==> src/rtl/cond_branch_pkg.sv <==
// Shared encodings for conditional-branch resolution:
// the condition codes and the flag bit positions within {N,Z,C,V}.
package cond_branch_pkg;

    localparam logic [3:0] COND_EQ = 4'h0;
    localparam logic [3:0] COND_NE = 4'h1;
    localparam logic [3:0] COND_CS = 4'h2;
    localparam logic [3:0] COND_CC = 4'h3;
    localparam logic [3:0] COND_MI = 4'h4;
    localparam logic [3:0] COND_PL = 4'h5;
    localparam logic [3:0] COND_VS = 4'h6;
    localparam logic [3:0] COND_VC = 4'h7;
    localparam logic [3:0] COND_HI = 4'h8;
    localparam logic [3:0] COND_LS = 4'h9;
    localparam logic [3:0] COND_GE = 4'hA;
    localparam logic [3:0] COND_LT = 4'hB;
    localparam logic [3:0] COND_GT = 4'hC;
    localparam logic [3:0] COND_LE = 4'hD;
    localparam logic [3:0] COND_AL = 4'hE;
    localparam logic [3:0] COND_NV = 4'hF;

    localparam int FLAG_N = 3;
    localparam int FLAG_Z = 2;
    localparam int FLAG_C = 1;
    localparam int FLAG_V = 0;

    typedef logic [3:0] flags_t;

endpackage

==> src/rtl/cond_eval.sv <==
// Purely combinational condition-code evaluator: decides whether
// a 4-bit condition holds for a given {N,Z,C,V} flag set.
module cond_eval
    import cond_branch_pkg::*;
(
    input  logic   [3:0] cond,
    input  flags_t       flags,
    output logic         cond_true
);

    logic n_flag;
    logic z_flag;
    logic c_flag;
    logic v_flag;

    assign n_flag = flags[FLAG_N];
    assign z_flag = flags[FLAG_Z];
    assign c_flag = flags[FLAG_C];
    assign v_flag = flags[FLAG_V];

    // Every code is listed, so the result is never undefined
    always_comb begin
        cond_true = 1'b0;
        case (cond)
            COND_EQ: cond_true = z_flag;
            COND_NE: cond_true = !z_flag;
            COND_CS: cond_true = c_flag;
            COND_CC: cond_true = !c_flag;
            COND_MI: cond_true = n_flag;
            COND_PL: cond_true = !n_flag;
            COND_VS: cond_true = v_flag;
            COND_VC: cond_true = !v_flag;
            COND_HI: cond_true = c_flag && !z_flag;
            COND_LS: cond_true = !c_flag || z_flag;
            COND_GE: cond_true = (n_flag == v_flag);
            COND_LT: cond_true = (n_flag != v_flag);
            COND_GT: cond_true = !z_flag && (n_flag == v_flag);
            COND_LE: cond_true = z_flag || (n_flag != v_flag);
            COND_AL: cond_true = 1'b1;
            COND_NV: cond_true = 1'b0;
            default: cond_true = 1'b0;
        endcase
    end

endmodule

==> src/rtl/cond_branch_control.sv <==
// Execute-stage branch resolution: architectural flags register, flag
// forwarding, next-PC selection and a one-cycle flush on taken branches.
module cond_branch_control
    import cond_branch_pkg::*;
#(
    parameter int ADDR_W = 16
) (
    input  logic              clk,
    input  logic              rst_n,
    input  logic              stall,
    input  logic [3:0]        flags_in,
    input  logic              flags_we,
    input  logic              br_valid,
    input  logic [3:0]        br_cond,
    input  logic [ADDR_W-1:0] br_target,
    input  logic [ADDR_W-1:0] pc_plus1,
    output logic [3:0]        flags_q,
    output logic              br_taken,
    output logic [ADDR_W-1:0] next_pc,
    output logic              flush
);

    logic   flags_wr;
    flags_t eff_flags;
    logic   cond_true;

    assign flags_wr = flags_we && !stall;

    // A branch in the same cycle as a flag write must see the new flags
    assign eff_flags = flags_wr ? flags_in : flags_q;

    cond_eval u_cond_eval (
        .cond      (br_cond),
        .flags     (eff_flags),
        .cond_true (cond_true)
    );

    assign br_taken = br_valid && !stall && cond_true;
    assign next_pc  = br_taken ? br_target : pc_plus1;

    always_ff @(posedge clk or negedge rst_n) begin
        if (!rst_n) begin
            flags_q <= 4'b0000;
        end else if (flags_wr) begin
            flags_q <= flags_in;
        end
    end

    // Flush follows br_taken by one cycle; stall does not stretch it
    always_ff @(posedge clk or negedge rst_n) begin
        if (!rst_n) begin
            flush <= 1'b0;
        end else begin
            flush <= br_taken;
        end
    end

endmodule

==> config.mk <==
export PLATFORM = sky130hd
export DESIGN_NAME = cond_branch_control
export DESIGN_NICKNAME = d
export VERILOG_FILES = /design/src/rtl/cond_branch_pkg.sv /design/src/rtl/cond_eval.sv /design/src/rtl/cond_branch_control.sv
export SDC_FILE = /design/constraint.sdc
export NUM_CORES = 1
export LEC_CHECK = 0
export ABC_AREA = 1
export CAP_MARGIN = 0
export CELL_PAD_IN_SITES_DETAIL_PLACEMENT = 1
export CELL_PAD_IN_SITES_GLOBAL_PLACEMENT = 2
export CORE_MARGIN = 4
export CORE_UTILIZATION = 15
export CTS_CLUSTER_DIAMETER = 50
export DETAILED_ROUTE_END_ITERATION = 10
export PLACE_DENSITY = 0.84
export SYNTH_ARGS = -nofsm -noshare
export SYNTH_HDL_FRONTEND = slang
export SYNTH_SLANG_ARGS = --single-unit
==> constraint.sdc <==
create_clock -name clk -period 3.6 [get_ports clk]
set_input_delay 0.72 -clock clk [delete_from_list [all_inputs] [get_ports clk]]
set_output_delay 0.72 -clock clk [all_outputs]
set_load 0.01 [all_outputs]
==> flow_metrics.env <==
export IMPL_drive_gt1_frac=0.318
export IMPL_grt_ovfl_total=0
export IMPL_ys_flop_type="dfrtp_1"
export IMPL_async_flop_share=1.00
export IMPL_first_pass_iters=4
export IMPL_cts_tree="done"
export IMPL_internal_power_mw=0.290
export IMPL_clockBufferDepth=2
export IMPL_ios=67
export IMPL_clk_pin_slew_ps=30
export IMPL_power_switching_mw=0.156
export IMPL_combPwrFrac=0.618
export IMPL_ir_worst_vdd_uv=145
export IMPL_fin_util=0.347
export IMPL_die_area_sq_um=6240
export IMPL_leakagePower_nw=0.836
export IMPL_viasPerCell=4.07
export IMPL_worstPathRequired_ps=2880
export IMPL_cts_root_buf="clkbuf_8"
export IMPL_vias=1132
export IMPL_worstHoldPathType="reg -> reg"
export IMPL_grt_start_max_net_pins=11
export IMPL_setup_viol=0
export IMPL_wire_per_inst_um=12.2
export IMPL_diodes=0
export IMPL_cts_buffers_inserted=3
export IMPL_grt_setup_unrepaired="yes"
export IMPL_die_w_um=79.0
export IMPL_cts_sinks=5
export IMPL_dpl_hpwl_mm=2.69
export IMPL_nets=257
export IMPL_drtIter0Drc=24
export IMPL_critPathKind="in -> out"
export IMPL_yosysMostFrequentCell="nand2_1"
export IMPL_pwr_share_seq=0.152
export IMPL_finalHoldViolCount=0
export IMPL_slew_viol_final=0
export IMPL_placeableCoreArea_sq_um=4820
export IMPL_netlist_instances=124
export IMPL_syn_area_sq_um=756
export IMPL_status="finished, final reports clean"
export IMPL_numPlacedInstances=263
export IMPL_yosys_register_bits=5
export IMPL_ys_seq_area_frac=0.166
export IMPL_p_per_area_nw_per_um2=266
export IMPL_layout_min_cycle_time_ps=3550
export IMPL_synth_edf_count=0
export IMPL_gp_congestion=0.766
export IMPL_worst_pin_slew_ps=307
export IMPL_ys_top_cells_by_count="44 x nand2_1, 23 x nand3_1, 12 x inv_1, 12 x nand2_2, 5 x dfrtp_1"
export IMPL_dieHeight_um=79.0
export IMPL_synth_distinct_cells=22
export IMPL_yosys_warnings=0
export IMPL_syn_area_per_cell_sq_um=6.09
export IMPL_fillers=621
export IMPL_maxCapViolCount=0
export IMPL_tns_ps=0
export IMPL_fin_skew_ps=2.93
export IMPL_grt_pass1_vias=1100
export IMPL_fmax_ghz=0.282
export IMPL_grt_use_total=0.103
export IMPL_clockPowerShare=0.230
export IMPL_wirelength_mm=3.39
export IMPL_slew_headroom=0.795
export IMPL_start_util=0.157
export IMPL_worst_skew_pair_late_latency_ps=220
export IMPL_fin_cells=278
export IMPL_grt_pass1_wl_mm=5.09
export IMPL_portBuffers=66
export IMPL_finalCritPeriodShare=0.986
export IMPL_rows=25
export IMPL_antenna_found_initial=0
export IMPL_syn_nets=169
export IMPL_swShare=0.350
export IMPL_ant_nets=0
export IMPL_critPathLaunchType="input pin"
export IMPL_htreeDepth=1
export IMPL_synth_top_cell_area_share=0.219
export IMPL_worstSetupEndpointType="primary output"
export IMPL_drc_errors=0
export IMPL_worstPathMaxFanout=9
export IMPL_worstPathArrival_ps=2830
export IMPL_synth_area_leader_cell="nand2_1"
export IMPL_area_delta_synth_final_pct=121
export IMPL_netlist_top_cells_area="nand2_1 22%, dfrtp_1 17%, nand3_1 15%"
export IMPL_hold_worst_slack_ps=632
==> cells by family after synthesis <==
group | Yosys count | share of synthesized area
buffers and inverters | 18 | 0.119
AND/OR/NAND/NOR | 94 | 0.649
AO/OA/AOI/OAI | 7 | 0.0662
flip-flops | 5 | 0.166
==> registers in the layout (all words and copies together), names as in the netlist <==
signal,flops
flush,1
flags_q,4
==> per-layer routing <==
layer | global-route usage | vias up | part of all wire
met5 | 0 | - | 0
met4 | 0.0464 | 0 | 0.016
met3 | 0.0238 | 4 | 0.060
met2 | 0.166 | 35 | 0.51
met1 | 0.130 | 521 | 0.41
li1 | - | 572 | -
==> worst max-delay path, stage by stage <==
cell and delay (ps):
clkdlybuf4s50_1 480, inv_2 70, buf_4 140, nand3b_1 80, nand2_1 110, o21bai_1 140, a21oi_1 80, nor3_4 280
nand2_8 100, buf_12 140, nand2_8 90, nand2_2 50, nand2_1 60, clkdlybuf4s15_1 270
==> worst paths after layout <==
path	cells past startpoint	slack (ps)	to	startpoint
min in group asynchronous	1	720	flush	rst_n
setup reg to reg	11	1910	flush	flags_q[3]
setup / recovery	14	50	next_pc[8]	stall
hold reg to reg	4	630	flags_q[1]	flags_q[1]
max in group asynchronous	1	2690	flags_q[1]	rst_n
hold / removal	4	630	flags_q[1]	flags_q[1]
==> layout make-up <==
class / instances / area [sq um] / area share
well taps: 67 / 83.8 / 0.0501
flip-flops and latches: 5 / 125 / 0.0749
clock buffers: 4 / 45.0 / 0.0269
multi-input cells: 102 / 587 / 0.351
inverters: 14 / 52.6 / 0.0314
repair buffers: 86 / 778 / 0.466
==> what timing repair did <==
item,in CTS,in global routing
gates resized for setup,21,37
pin swaps,2,3
gates cloned,1,0
endpoints found under the hold margin,0,0
buffers inserted,3,7
setup endpoints to repair,17,16
hold buffers,0,0
==> metrics by stage <==
step                      instance area [sq um]  setup WS (ps)  total power, mW
after floorplan                             756           1010            0.174
after CTS                                  1630           1.31            0.421
after detailed placement                   1550           -207            0.310
after global routing                       1670           -119            0.480
final                                      1670           51.0            0.445
after global placement                     1550           -157            0.308
==> power by group through the flow <==
stage	combinational, mW	sequential (mW)	clock (mW)
2_1_floorplan	0.104	0.0704	0
3_3_place_gp	0.240	0.0675	0
3_5_place_dp	0.242	0.0680	0
4_1_cts	0.250	0.0674	0.104
5_1_grt	0.301	0.0684	0.110
6_report	0.275	0.0677	0.103
==> placed cells by master (no fill, tap or decap) <==
master / instances
clkdlybuf4s15_1: 1
nand3_1: 23
or2_0: 1
o21ai_4: 1
nand3b_1: 3
o21ai_2: 1
nand2_8: 3
nand3_2: 3
clkdlybuf4s50_1: 48
clkbuf_8: 3
nand4_1: 1
o21bai_1: 1
inv_2: 2
o21ai_1: 1
nand2_2: 16
inv_1: 12
dlygate4sd2_1: 1
nor3_4: 1
o211a_2: 1
dlymetal6s2s_1: 1
clkbuf_1: 1
a21oi_1: 2
buf_4: 16
buf_6: 1
nand2_1: 40
buf_12: 3
nor2_1: 3
nand2_4: 1
clkbuf_2: 15
dfrtp_1: 5
(Power assumes the default switching activity.)
